File: config.mk
export PLATFORM = sky130hd
export DESIGN_NAME = trap_ctrl_v2_flat
export DESIGN_NICKNAME = d
export VERILOG_FILES = /design/src/rtl/trap_ctrl_v2_if.sv /design/src/rtl/trap_ctrl_v2.sv /design/src/flat_wrapper.sv
export SDC_FILE = /design/constraint.sdc
export NUM_CORES = 1
export LEC_CHECK = 0
export CAP_MARGIN = 20
export CORE_MARGIN = 2
export CORE_UTILIZATION = 42
export DETAILED_ROUTE_END_ITERATION = 8
export PLACE_DENSITY_LB_ADDON = 0.25
export RECOVER_POWER = 100
export SYNTH_ARGS = -nofsm -noshare
export SYNTH_HDL_FRONTEND = slang
export SYNTH_SLANG_ARGS = --single-unit
File: constraint.sdc
create_clock -name clk -period 6.3 [get_ports clk]
set_input_delay 0.63 -clock clk [delete_from_list [all_inputs] [get_ports clk]]
set_output_delay 0.63 -clock clk [all_outputs]
set_load 0.005 [all_outputs]
File: src/rtl/trap_ctrl_v2_if.sv
// CSR access bus between the MEM-stage Zicsr datapath and the trap controller.
// The master issues the access; the slave returns the old CSR value combinationally.
interface trap_ctrl_v2_if #(
    parameter int XLEN = 32
);
    logic            csr_rw_in;
    logic [1:0]      csr_wsc_mode_in;
    logic            csr_w_imm_mux;
    logic [11:0]     csr_rw_addr_in;
    logic [XLEN-1:0] csr_w_data_reg;
    logic [4:0]      csr_w_data_imm;
    logic [XLEN-1:0] csr_r_data_out;

    modport master (
        output csr_rw_in,
        output csr_wsc_mode_in,
        output csr_w_imm_mux,
        output csr_rw_addr_in,
        output csr_w_data_reg,
        output csr_w_data_imm,
        input  csr_r_data_out
    );

    modport slave (
        input  csr_rw_in,
        input  csr_wsc_mode_in,
        input  csr_w_imm_mux,
        input  csr_rw_addr_in,
        input  csr_w_data_reg,
        input  csr_w_data_imm,
        output csr_r_data_out
    );
endinterface

File: src/rtl/trap_ctrl_v2.sv
// Machine-mode trap controller for the MEM stage: M-mode CSR file, prioritised
// exceptions and interrupts, direct/vectored mtvec, and a one-cycle drain sequencer.
module trap_ctrl_v2 #(
    parameter int          XLEN        = 32,
    parameter int          NUM_IRQ     = 8,
    parameter logic [31:0] MTVEC_RESET = 32'h0000_0000
) (
    input  logic               clk,
    input  logic               rst,
    trap_ctrl_v2_if.slave      csr,
    input  logic [NUM_IRQ-1:0] irq_in,
    input  logic               inst_valid_in,
    input  logic [XLEN-1:0]    inst_in,
    input  logic [XLEN-1:0]    fault_addr_in,
    input  logic               illegal_inst,
    input  logic               l_access_fault,
    input  logic               s_access_fault,
    input  logic               ecall_m,
    input  logic               mret,
    input  logic [XLEN-1:0]    epc_cur,
    input  logic [XLEN-1:0]    epc_next,
    output logic [XLEN-1:0]    PC_redirect,
    output logic               redirect_mux,
    output logic               reg_FD_flush,
    output logic               reg_DE_flush,
    output logic               reg_EM_flush,
    output logic               reg_MW_flush,
    output logic               RegWrite_cancel,
    output logic               trap_busy
);
    localparam int          IRQ_LSB    = 16;
    localparam logic [11:0] A_MSTATUS  = 12'h300;
    localparam logic [11:0] A_MIE      = 12'h304;
    localparam logic [11:0] A_MTVEC    = 12'h305;
    localparam logic [11:0] A_MSCRATCH = 12'h340;
    localparam logic [11:0] A_MEPC     = 12'h341;
    localparam logic [11:0] A_MCAUSE   = 12'h342;
    localparam logic [11:0] A_MTVAL    = 12'h343;
    localparam logic [11:0] A_MIP      = 12'h344;

    typedef enum logic {IDLE, DRAIN} state_e;

    state_e             state_q, state_d;
    logic               mst_mie_q, mst_mie_d;
    logic               mst_mpie_q, mst_mpie_d;
    logic [NUM_IRQ-1:0] mie_q, mie_d;
    logic [NUM_IRQ-1:0] mip_q, mip_d;
    logic [XLEN-1:0]    mtvec_q, mtvec_d;
    logic [XLEN-1:0]    mscratch_q, mscratch_d;
    logic [XLEN-1:0]    mepc_q, mepc_d;
    logic [XLEN-1:0]    mcause_q, mcause_d;
    logic [XLEN-1:0]    mtval_q, mtval_d;

    logic               idle;
    logic [NUM_IRQ-1:0] int_pend;
    logic               exc;
    logic [XLEN-1:0]    exc_cause, exc_tval;
    logic               irq_hit;
    logic [3:0]         irq_idx;
    logic [4:0]         irq_code;
    logic               take_int, trap, do_mret;
    logic [XLEN-1:0]    rdata, src, wval;
    logic               wen, csr_we;
    logic [XLEN-1:0]    mstatus_rd, mie_full, mip_full;
    logic [XLEN-1:0]    trap_base, vec_off;

    assign idle       = (state_q == IDLE);
    assign int_pend   = mip_q & mie_q & {NUM_IRQ{mst_mie_q}};
    assign mstatus_rd = {{(XLEN-13){1'b0}}, 2'b11, 3'b000, mst_mpie_q,
                         3'b000, mst_mie_q, 3'b000};
    assign mie_full   = XLEN'(mie_q) << IRQ_LSB;
    assign mip_full   = XLEN'(mip_q) << IRQ_LSB;
    assign trap_base  = {mtvec_q[XLEN-1:2], 2'b00};
    // Interrupt k uses cause code 16+k, which is just k with bit 4 set.
    assign irq_code   = {1'b1, irq_idx};
    assign vec_off    = {{(XLEN-7){1'b0}}, irq_code, 2'b00};

    always_comb begin
        exc       = 1'b0;
        exc_cause = '0;
        exc_tval  = '0;
        if (idle && inst_valid_in) begin
            priority case (1'b1)
                illegal_inst: begin
                    exc       = 1'b1;
                    exc_cause = XLEN'(2);
                    exc_tval  = inst_in;
                end
                ecall_m: begin
                    exc       = 1'b1;
                    exc_cause = XLEN'(11);
                end
                l_access_fault: begin
                    exc       = 1'b1;
                    exc_cause = XLEN'(5);
                    exc_tval  = fault_addr_in;
                end
                s_access_fault: begin
                    exc       = 1'b1;
                    exc_cause = XLEN'(7);
                    exc_tval  = fault_addr_in;
                end
                default: ;
            endcase
        end
    end

    always_comb begin
        irq_hit = 1'b0;
        irq_idx = '0;
        for (int k = NUM_IRQ - 1; k >= 0; k--) begin
            if (int_pend[k]) begin
                irq_hit = 1'b1;
                irq_idx = k[3:0];
            end
        end
    end

    assign take_int = idle && inst_valid_in && !exc && irq_hit;
    assign trap     = exc || take_int;
    assign do_mret  = idle && inst_valid_in && !trap && mret;

    always_comb begin
        rdata = '0;
        unique case (csr.csr_rw_addr_in)
            A_MSTATUS:  rdata = mstatus_rd;
            A_MIE:      rdata = mie_full;
            A_MTVEC:    rdata = mtvec_q;
            A_MSCRATCH: rdata = mscratch_q;
            A_MEPC:     rdata = mepc_q;
            A_MCAUSE:   rdata = mcause_q;
            A_MTVAL:    rdata = mtval_q;
            A_MIP:      rdata = mip_full;
            default:    rdata = '0;
        endcase
    end

    assign csr.csr_r_data_out = rdata;

    always_comb begin
        src = csr.csr_w_imm_mux ? {{(XLEN-5){1'b0}}, csr.csr_w_data_imm}
                                : csr.csr_w_data_reg;
        wval = rdata;
        wen  = 1'b0;
        unique case (csr.csr_wsc_mode_in)
            2'b01: begin
                wval = src;
                wen  = 1'b1;
            end
            2'b10: begin
                wval = rdata | src;
                wen  = |src;
            end
            2'b11: begin
                wval = rdata & ~src;
                wen  = |src;
            end
            default: ;
        endcase
    end

    assign csr_we = csr.csr_rw_in && inst_valid_in && idle && !trap && wen;

    always_comb begin
        redirect_mux    = trap || do_mret;
        reg_FD_flush    = trap || do_mret;
        reg_DE_flush    = trap || do_mret;
        reg_EM_flush    = trap || do_mret;
        reg_MW_flush    = trap;
        RegWrite_cancel = trap;
        trap_busy       = (state_q == DRAIN);
        PC_redirect     = '0;
        if (trap) begin
            PC_redirect = trap_base;
            if (take_int && mtvec_q[1:0] == 2'b01)
                PC_redirect = trap_base + vec_off;
        end else if (do_mret) begin
            PC_redirect = mepc_q;
        end
    end

    always_comb begin
        state_d    = state_q;
        mst_mie_d  = mst_mie_q;
        mst_mpie_d = mst_mpie_q;
        mie_d      = mie_q;
        mip_d      = irq_in;
        mtvec_d    = mtvec_q;
        mscratch_d = mscratch_q;
        mepc_d     = mepc_q;
        mcause_d   = mcause_q;
        mtval_d    = mtval_q;

        unique case (state_q)
            IDLE:    if (trap || do_mret) state_d = DRAIN;
            DRAIN:   state_d = IDLE;
            default: state_d = IDLE;
        endcase

        if (csr_we) begin
            unique case (csr.csr_rw_addr_in)
                A_MSTATUS: begin
                    mst_mie_d  = wval[3];
                    mst_mpie_d = wval[7];
                end
                A_MIE:      mie_d      = wval[IRQ_LSB +: NUM_IRQ];
                A_MTVEC:    mtvec_d    = wval;
                A_MSCRATCH: mscratch_d = wval;
                A_MEPC:     mepc_d     = {wval[XLEN-1:2], 2'b00};
                A_MCAUSE:   mcause_d   = wval;
                A_MTVAL:    mtval_d    = wval;
                default: ;
            endcase
        end

        // mret owns MIE/MPIE even if the same instruction also wrote mstatus.
        if (trap) begin
            mepc_d     = take_int ? {epc_next[XLEN-1:2], 2'b00}
                                  : {epc_cur[XLEN-1:2], 2'b00};
            mcause_d   = take_int ? {1'b1, {(XLEN-6){1'b0}}, irq_code}
                                  : exc_cause;
            mtval_d    = take_int ? '0 : exc_tval;
            mst_mpie_d = mst_mie_q;
            mst_mie_d  = 1'b0;
        end else if (do_mret) begin
            mst_mie_d  = mst_mpie_q;
            mst_mpie_d = 1'b1;
        end
    end

    always_ff @(posedge clk or posedge rst) begin
        if (rst) begin
            state_q    <= IDLE;
            mst_mie_q  <= 1'b0;
            mst_mpie_q <= 1'b0;
            mie_q      <= '0;
            mip_q      <= '0;
            mtvec_q    <= MTVEC_RESET;
            mscratch_q <= '0;
            mepc_q     <= '0;
            mcause_q   <= '0;
            mtval_q    <= '0;
        end else begin
            state_q    <= state_d;
            mst_mie_q  <= mst_mie_d;
            mst_mpie_q <= mst_mpie_d;
            mie_q      <= mie_d;
            mip_q      <= mip_d;
            mtvec_q    <= mtvec_d;
            mscratch_q <= mscratch_d;
            mepc_q     <= mepc_d;
            mcause_q   <= mcause_d;
            mtval_q    <= mtval_d;
        end
    end
endmodule

File: src/flat_wrapper.sv
// flat-port wrapper written by rule: the top's interface ports become plain ports
module trap_ctrl_v2_flat 
#(
    parameter int          XLEN        = 32,
    parameter int          NUM_IRQ     = 8,
    parameter logic [31:0] MTVEC_RESET = 32'h0000_0000
)
  (clk, rst, irq_in, inst_valid_in, inst_in, fault_addr_in, illegal_inst, l_access_fault, s_access_fault, ecall_m, mret, epc_cur, epc_next, PC_redirect, redirect_mux, reg_FD_flush, reg_DE_flush, reg_EM_flush, reg_MW_flush, RegWrite_cancel, trap_busy, csr_csr_rw_in, csr_csr_wsc_mode_in, csr_csr_w_imm_mux, csr_csr_rw_addr_in, csr_csr_w_data_reg, csr_csr_w_data_imm, csr_csr_r_data_out);
  trap_ctrl_v2_if #(.XLEN(XLEN)) csr_i ();
  input  logic clk;
  input  logic rst;
  input  logic [NUM_IRQ-1:0] irq_in;
  input  logic inst_valid_in;
  input  logic [XLEN-1:0] inst_in;
  input  logic [XLEN-1:0] fault_addr_in;
  input  logic illegal_inst;
  input  logic l_access_fault;
  input  logic s_access_fault;
  input  logic ecall_m;
  input  logic mret;
  input  logic [XLEN-1:0] epc_cur;
  input  logic [XLEN-1:0] epc_next;
  output logic [XLEN-1:0] PC_redirect;
  output logic redirect_mux;
  output logic reg_FD_flush;
  output logic reg_DE_flush;
  output logic reg_EM_flush;
  output logic reg_MW_flush;
  output logic RegWrite_cancel;
  output logic trap_busy;
  input wire logic [$bits(csr_i.csr_rw_in)-1:0] csr_csr_rw_in;
  input wire logic [$bits(csr_i.csr_wsc_mode_in)-1:0] csr_csr_wsc_mode_in;
  input wire logic [$bits(csr_i.csr_w_imm_mux)-1:0] csr_csr_w_imm_mux;
  input wire logic [$bits(csr_i.csr_rw_addr_in)-1:0] csr_csr_rw_addr_in;
  input wire logic [$bits(csr_i.csr_w_data_reg)-1:0] csr_csr_w_data_reg;
  input wire logic [$bits(csr_i.csr_w_data_imm)-1:0] csr_csr_w_data_imm;
  output wire logic [$bits(csr_i.csr_r_data_out)-1:0] csr_csr_r_data_out;
  assign csr_i.csr_rw_in = csr_csr_rw_in;
  assign csr_i.csr_wsc_mode_in = csr_csr_wsc_mode_in;
  assign csr_i.csr_w_imm_mux = csr_csr_w_imm_mux;
  assign csr_i.csr_rw_addr_in = csr_csr_rw_addr_in;
  assign csr_i.csr_w_data_reg = csr_csr_w_data_reg;
  assign csr_i.csr_w_data_imm = csr_csr_w_data_imm;
  assign csr_csr_r_data_out = csr_i.csr_r_data_out;
  trap_ctrl_v2 #(.XLEN(XLEN), .NUM_IRQ(NUM_IRQ), .MTVEC_RESET(MTVEC_RESET)) u_core (.clk(clk), .rst(rst), .csr(csr_i), .irq_in(irq_in), .inst_valid_in(inst_valid_in), .inst_in(inst_in), .fault_addr_in(fault_addr_in), .illegal_inst(illegal_inst), .l_access_fault(l_access_fault), .s_access_fault(s_access_fault), .ecall_m(ecall_m), .mret(mret), .epc_cur(epc_cur), .epc_next(epc_next), .PC_redirect(PC_redirect), .redirect_mux(redirect_mux), .reg_FD_flush(reg_FD_flush), .reg_DE_flush(reg_DE_flush), .reg_EM_flush(reg_EM_flush), .reg_MW_flush(reg_MW_flush), .RegWrite_cancel(RegWrite_cancel), .trap_busy(trap_busy));
endmodule
# --- Word level (Yosys, flattened, before mapping) ---
# Cells that the tools add are included.
classes:
  add_sub_neg: 1
  n_bitwise: 6
  n_mux: 60
  reduce_logical: 29
  eq_ne: 12
ops:
  columns: ["cell", "n"]
  rows:
  - ["32-bit 2-to-1 mux", 25]
  - ["32-bit case mux with 8 select lines", 1]
  - ["12-bit by 10-bit == test with 1-bit output, second input constant", 8]
  - ["32-bit case mux with 3 select lines", 1]
  - ["32-bit by 7-bit adder with 32-bit output", 1]
  - ["32-bit bitwise AND", 1]
  - ["32-bit NOT", 1]
  - ["32-bit bitwise OR", 1]
  - ["32-bit OR reduction", 1]
  - ["3-bit 2-to-1 mux", 9]
  - ["1-bit 2-to-1 mux", 22]
  - ["8-bit bitwise AND", 2]
  - ["2-bit AND reduction", 7]
  - ["1-bit logical AND", 10]
  - ["2-bit nonzero test", 4]
  - ["3-bit nonzero test", 2]
  - ["2-bit by 1-bit == test with 1-bit output, second input constant", 2]
  - ["2-bit == test, second input constant", 2]
  - ["1-bit case mux with 2 select lines", 2]
  - ["1-bit zero test", 2]
  - ["1-bit logical OR", 2]
  - ["2-bit OR reduction", 1]
  - ["1-bit NOT", 1]
word_totals:
  ff_bits: 179
  elab_cells: 118
  in_bits: 197

# --- Logic depth before layout (Yosys ltp) ---
depth:
  word_depth: 18
  ltp_mapped: 13

# --- Worst setup path before layout ---
# OpenSTA, ideal clock, no wires.
synth_timing:
  path_kind: "reg2out"
  startpoint: "register u_core.mie_q[6]"
  endpoint: "output port PC_redirect[18]"
  n_path_buf: 0
  stages_incl_launch_ff: 14
  arrival_time_ns: 2.920
  required_ns: 5.670
  slack_ns: 2.750
  cell_sequence: "dfrtp_1 nand2_1 a32o_1 a22oi_1 o21ai_0 and2_1 ha_1 fa_1 a21o_1 a21oi_1 nor4b_1 and4_1 xnor2_1 o21ai_0"
synth_via:
  elab_chain_cells: 16
  elab_cells_between_ends: 26
synth_rtl:
  columns: ["element", "line", "source"]
  rows:
  - ["from (decl)", "trap_ctrl_v2.sv:46", "logic [NUM_IRQ-1:0] mie_q, mie_d;"]
  - ["from (signal assigned)", "trap_ctrl_v2.sv:247", "mie_q <= mie_d;"]
  - ["8-bit bitwise AND (*) (2 in series)", "trap_ctrl_v2.sv:68", "assign int_pend = mip_q & mie_q & {NUM_IRQ{mst_mie_q}};"]
  - ["parallel branches: the longest is 13 deep, another holds 32-bit by 7-bit adder with 32-bit output", null, null]
  - ["32-bit 2-to-1 mux (*)", "trap_ctrl_v2.sv:173", "if (trap) begin"]
  - ["to (decl)", "flat_wrapper.sv:23", "output logic [XLEN-1:0] PC_redirect;"]
# Every way passes the cells marked *.

# --- Worst setup path in the final report ---
layout_timing:
  startpoint: "input port illegal_inst"
  endpoint: "output port PC_redirect[31]"
layout_via:
  elab_chain_cells: 11
  elab_cells_between_ends: 13
layout_rtl:
  columns: ["element", "line", "source"]
  rows:
  - ["from (decl)", "flat_wrapper.sv:16", "input logic illegal_inst;"]
  - ["1-bit 2-to-1 mux (*)", "trap_ctrl_v2.sv:83", "priority case (1'b1)"]
  - ["1-bit 2-to-1 mux (*)", "trap_ctrl_v2.sv:82", "if (idle && inst_valid_in) begin"]
  - ["1-bit zero test", "trap_ctrl_v2.sv:119", "assign take_int = idle && inst_valid_in && !exc && irq_hit;"]
  - ["1-bit logical AND (2 in series)", "trap_ctrl_v2.sv:119", null]
  - ["1-bit logical OR", "trap_ctrl_v2.sv:120", "assign trap = exc || take_int;"]
  - ["1-bit zero test", "trap_ctrl_v2.sv:121", "assign do_mret = idle && inst_valid_in && !trap && mret;"]
  - ["1-bit logical AND (2 in series)", "trap_ctrl_v2.sv:121", null]
  - ["32-bit 2-to-1 mux", "trap_ctrl_v2.sv:177", "end else if (do_mret) begin"]
  - ["32-bit 2-to-1 mux (*)", "trap_ctrl_v2.sv:173", null]
# Every way passes the cells marked *; elsewhere a longest branch is shown, timed or not.

==> flow_metrics.py <==
metrics = {
    "floorplanning": {
        "die-height_um": 168.1,
        "die_area_mm2": 0.02825,
        "num_io_pins": 268,
        "die_x_um": 168.1,
        "start_util_pct": 42.31,
        "number_of_placement_rows": 60,
        "floorplan.core_area_mm2": 0.02673,
    },
    "clock_tree": {
        "postCtsResizedCells": 0,
        "clock_tree.htree_level_count": 4,
        "cts.sink_count": 177,
        "cts_hold_buf": 0,
        "post_cts_setup_buffer_count": 0,
        "clock_pin_slew_of_the_registers_on_the_worst_case_setup_and_hold_paths_ps": 70,
        "numCtsBuffers": 17,
        "cts_tree": "yes",
        "clock_insertion_delay_at_the_later_pin_of_the_skew_report_ps": 440,
        "cts-root-buf": "sky130_fd_sc_hd__clkbuf_16",
        "ctsLongestPathBuffers": 2,
    },
    "setup_path": {
        "critical_path.max_stage_delay_ps": 1380,
        "setup.worst_path.end_class": "output pin",
        "path_cells": "dlygate4sd3_1 > clkbuf_1 > nor2_1 > a21oi_1 > a21oi_4 > inv_1 > buf_4 > and2_1 > a221o_1 > clkdlybuf4s50_1",
        "timing.critical_path.required_ps": 5670,
        "critPathBufInv": 5,
        "critPathLaunchType": "input pin",
        "cpLargestDelayFamily": "buffers and inverters",
        "crit_slowest_cell": "sky130_fd_sc_hd__clkbuf_1",
        "critical_path_class": "in2out",
        "worst-path-max-fanout": 36,
        "worst_ep_arrival_time_ps": 5020,
    },
    "synthesis": {
        "synth_seq_cells": 177,
        "synth-warning-count": 0,
        "synth_cell_types": 74,
        "ys.flop_type": "sky130_fd_sc_hd__dfrtp_1",
        "synth.area.top_cells": "sky130_fd_sc_hd__dfrtp_1 39%, sky130_fd_sc_hd__o21ai_0 6.0%, sky130_fd_sc_hd__nand2_1 5.8%",
        "syn_avg_cell_area_um2": 8.938,
        "number_of_synthesized_flops_with_an_enable_pin": 0,
        "synth_area_mm2": 0.01131,
        "ys_seq_area_share_pct": 39.17,
        "postSynthCellCount": 1265,
        "synth.top_cells.by_count": "177 x sky130_fd_sc_hd__dfrtp_1, 174 x sky130_fd_sc_hd__nand2_1, 135 x sky130_fd_sc_hd__o21ai_0, 74 x sky130_fd_sc_hd__clkbuf_1, 58 x sky130_fd_sc_hd__a21oi_1",
        "synth_top_cell_by_area": "sky130_fd_sc_hd__dfrtp_1",
        "synthMostInstantiatedCell": "sky130_fd_sc_hd__dfrtp_1",
        "netlist.area_leader.share_pct": 39.17,
        "asyncSetResetFlopFracSynth_pct": 100.0,
    },
    "timing": {
        "final_setup_violation_count": 0,
        "timing_max_transition_violations_final": 352,
        "fin_tns_setup_ps": 0,
        "clock_skew_after_layout_ps": 11.57,
        "final.period_utilization_pct": 89.66,
        "layout_setup_ws_ps": 651.7,
        "tightest_slew_ps": 2426,
        "timing.slew.headroom_pct": -62.59,
        "maxClockFrequency_ghz": 0.1770,
        "timing.final.crit_period_ps": 5648,
        "hold_viol_final": 0,
        "rsz0062_at_grt": "false",
    },
    "grt": {
        "globalRoute.totalOverflow": 0,
        "global_route_wire_length_before_repair_um": 67810,
        "vias_in_the_first_global_route": 11320,
        "grt_antenna_before_repair": 1,
        "grt_max_degree": 70,
        "grt_util_all_layers_pct": 31.80,
    },
    "place": {
        "post-dp-hpwl_um": 32340,
        "final_estimated_routing_congestion_in_global_placement": 0.9355,
        "placedInstanceArea_mm2": 0.01421,
        "io_buffers": 261,
        "pre_cts_slack_ps": 1701,
    },
    "drt": {
        "route.final.wire_length_um": 45610,
        "vias": 11540,
        "routedWlPerCell_um": 25.02,
        "avg_vias_per_cell": 6.329,
        "detailedRoute.firstPassIterationCount": 6,
        "detail_route.drc_violations": 0,
        "final_antenna_net_count": 0,
        "initialDrtViolationCount": 1496,
    },
    "flow_run": {
        "timing.max_cap.violations": 9,
    },
    "final_layout": {
        "drive_above_1_share_pct": 7.355,
        "finalCoreUtilization_pct": 55.03,
        "diodes": 0,
        "num-nets-final": 1670,
        "area.growth.synth_to_final_pct": 30.07,
        "post-route-cell-area_mm2": 0.01471,
    },
    "power_and_ir_drop": {
        "power.density_mw_per_mm2": 196.2,
        "power.static_leakage_nw": 5.947,
        "ir_drop_mv": 0.1414,
    },
    "hold_path": {
        "hp-class": "reg2reg",
    },
    "status": {
        "violations": "capacitance limit, slew limit",
        "outcome": "finished, violations left",
    },
}
[stage by stage]
| step | hold WS (ps) | cells | power, mW |
|---|---|---|---|
| after floorplan | 445.3 | 1266 | 1.555 |
| after global placement | 457.1 | 1788 | 1.805 |
| after detailed placement | 466.4 | 1790 | 1.818 |
| after CTS | 484.7 | 1822 | 2.888 |
| after global routing | 500.1 | 1823 | 2.981 |
| final | 483.1 | 1823 | 2.885 |
[cell families after synthesis]
logic type                 share of synthesized area (%)
adders and majority gates                         0.5091
and+or+nand+nor                                    17.45
buffers and inverters                              5.566
DFF                                                39.17
other                                            0.03317
xor gates and xnor gates                           2.091
muxes                                              8.244
AOI/OAI and AO/OA                                  26.93
[state kept, by name, summed over array words and instances (netlist names)]
signal             count
u_core.mtval_q        32
u_core.mtvec_q        32
u_core.mst_mpie_q      1
u_core.mie_q           8
u_core.mcause_q       32
u_core.mepc_q         30
u_core.trap_busy       1
u_core.mst_mie_q       1
u_core.mip_q           8
u_core.mscratch_q     32
[report_power, final]
group          switching (mW)  internal [mW]  total [mW]
sequential             0.0608           1.21        1.27
clock                   0.511          0.571        1.08
combinational           0.270          0.259       0.529
total                   0.843           2.04        2.88
[cell type report]
cell class / instances / area [µm²]
clock buffer: 18 / 439.2
clock inverter: 14 / 143.9
fill: 2455 / 12020
inverter: 37 / 140.1
multi-input combinational: 938 / 6297
sequential: 177 / 4429
tap: 341 / 426.7
timing repair buffer: 298 / 2830
[path summary, 6_finish.rpt]
check / startpoint / endpoint / slack, ps / cells after the start
hold reg to reg: u_core.mscratch_q[19] / u_core.mscratch_q[19] / 480 / 2
hold / removal: u_core.mscratch_q[19] / u_core.mscratch_q[19] / 480 / 2
setup / recovery: illegal_inst / PC_redirect[31] / 650 / 10
max in group asynchronous: rst / u_core.mscratch_q[29] / 2360 / 3
min in group asynchronous: rst / u_core.mcause_q[11] / 1300 / 2
setup reg to reg: u_core.mip_q[3] / u_core.mtval_q[28] / 2200 / 7
[layout by cell type (no fill, tap or decap), types with 17 or more instances in the layout]
master                              n
sky130_fd_sc_hd__inv_1             36
sky130_fd_sc_hd__a221oi_1          18
sky130_fd_sc_hd__nand3_1           48
sky130_fd_sc_hd__a21oi_1           57
sky130_fd_sc_hd__dfrtp_1          177
sky130_fd_sc_hd__o211ai_1          23
sky130_fd_sc_hd__o21ai_0          140
sky130_fd_sc_hd__a22oi_1           37
sky130_fd_sc_hd__nand2_1          174
sky130_fd_sc_hd__clkbuf_16         17
sky130_fd_sc_hd__nand2b_1          35
sky130_fd_sc_hd__mux2i_1           29
sky130_fd_sc_hd__nor2_1            32
sky130_fd_sc_hd__clkdlybuf4s50_1  191
sky130_fd_sc_hd__a21o_1            26
sky130_fd_sc_hd__mux4_2            27
sky130_fd_sc_hd__a31oi_1           18
sky130_fd_sc_hd__a22o_1            22
sky130_fd_sc_hd__xnor2_1           21
sky130_fd_sc_hd__dlygate4sd3_1     68
sky130_fd_sc_hd__buf_4             21
[routing by layer]
layer	vias to the layer above	wire [µm]	share of wire (%)	track usage, %
li1	5130	-	-	-
met4	0	1468	3.2	10.49
met3	118	5081	11	9.638
met2	693	20460	45	49.78
met1	5596	18600	41	42.26
met5	-	0	0	1.043
[worst register-to-register path, cell delays in order, from the launching register on]
cell                       delay [ps]
sky130_fd_sc_hd__dfrtp_1          470
sky130_fd_sc_hd__a222oi_1         570
sky130_fd_sc_hd__a41oi_2          370
sky130_fd_sc_hd__nor3_4           450
sky130_fd_sc_hd__o2111a_1        1090
sky130_fd_sc_hd__clkbuf_1         660
sky130_fd_sc_hd__a211oi_1         220
sky130_fd_sc_hd__o21a_1           160
Power figures use the tool's default switching activity.
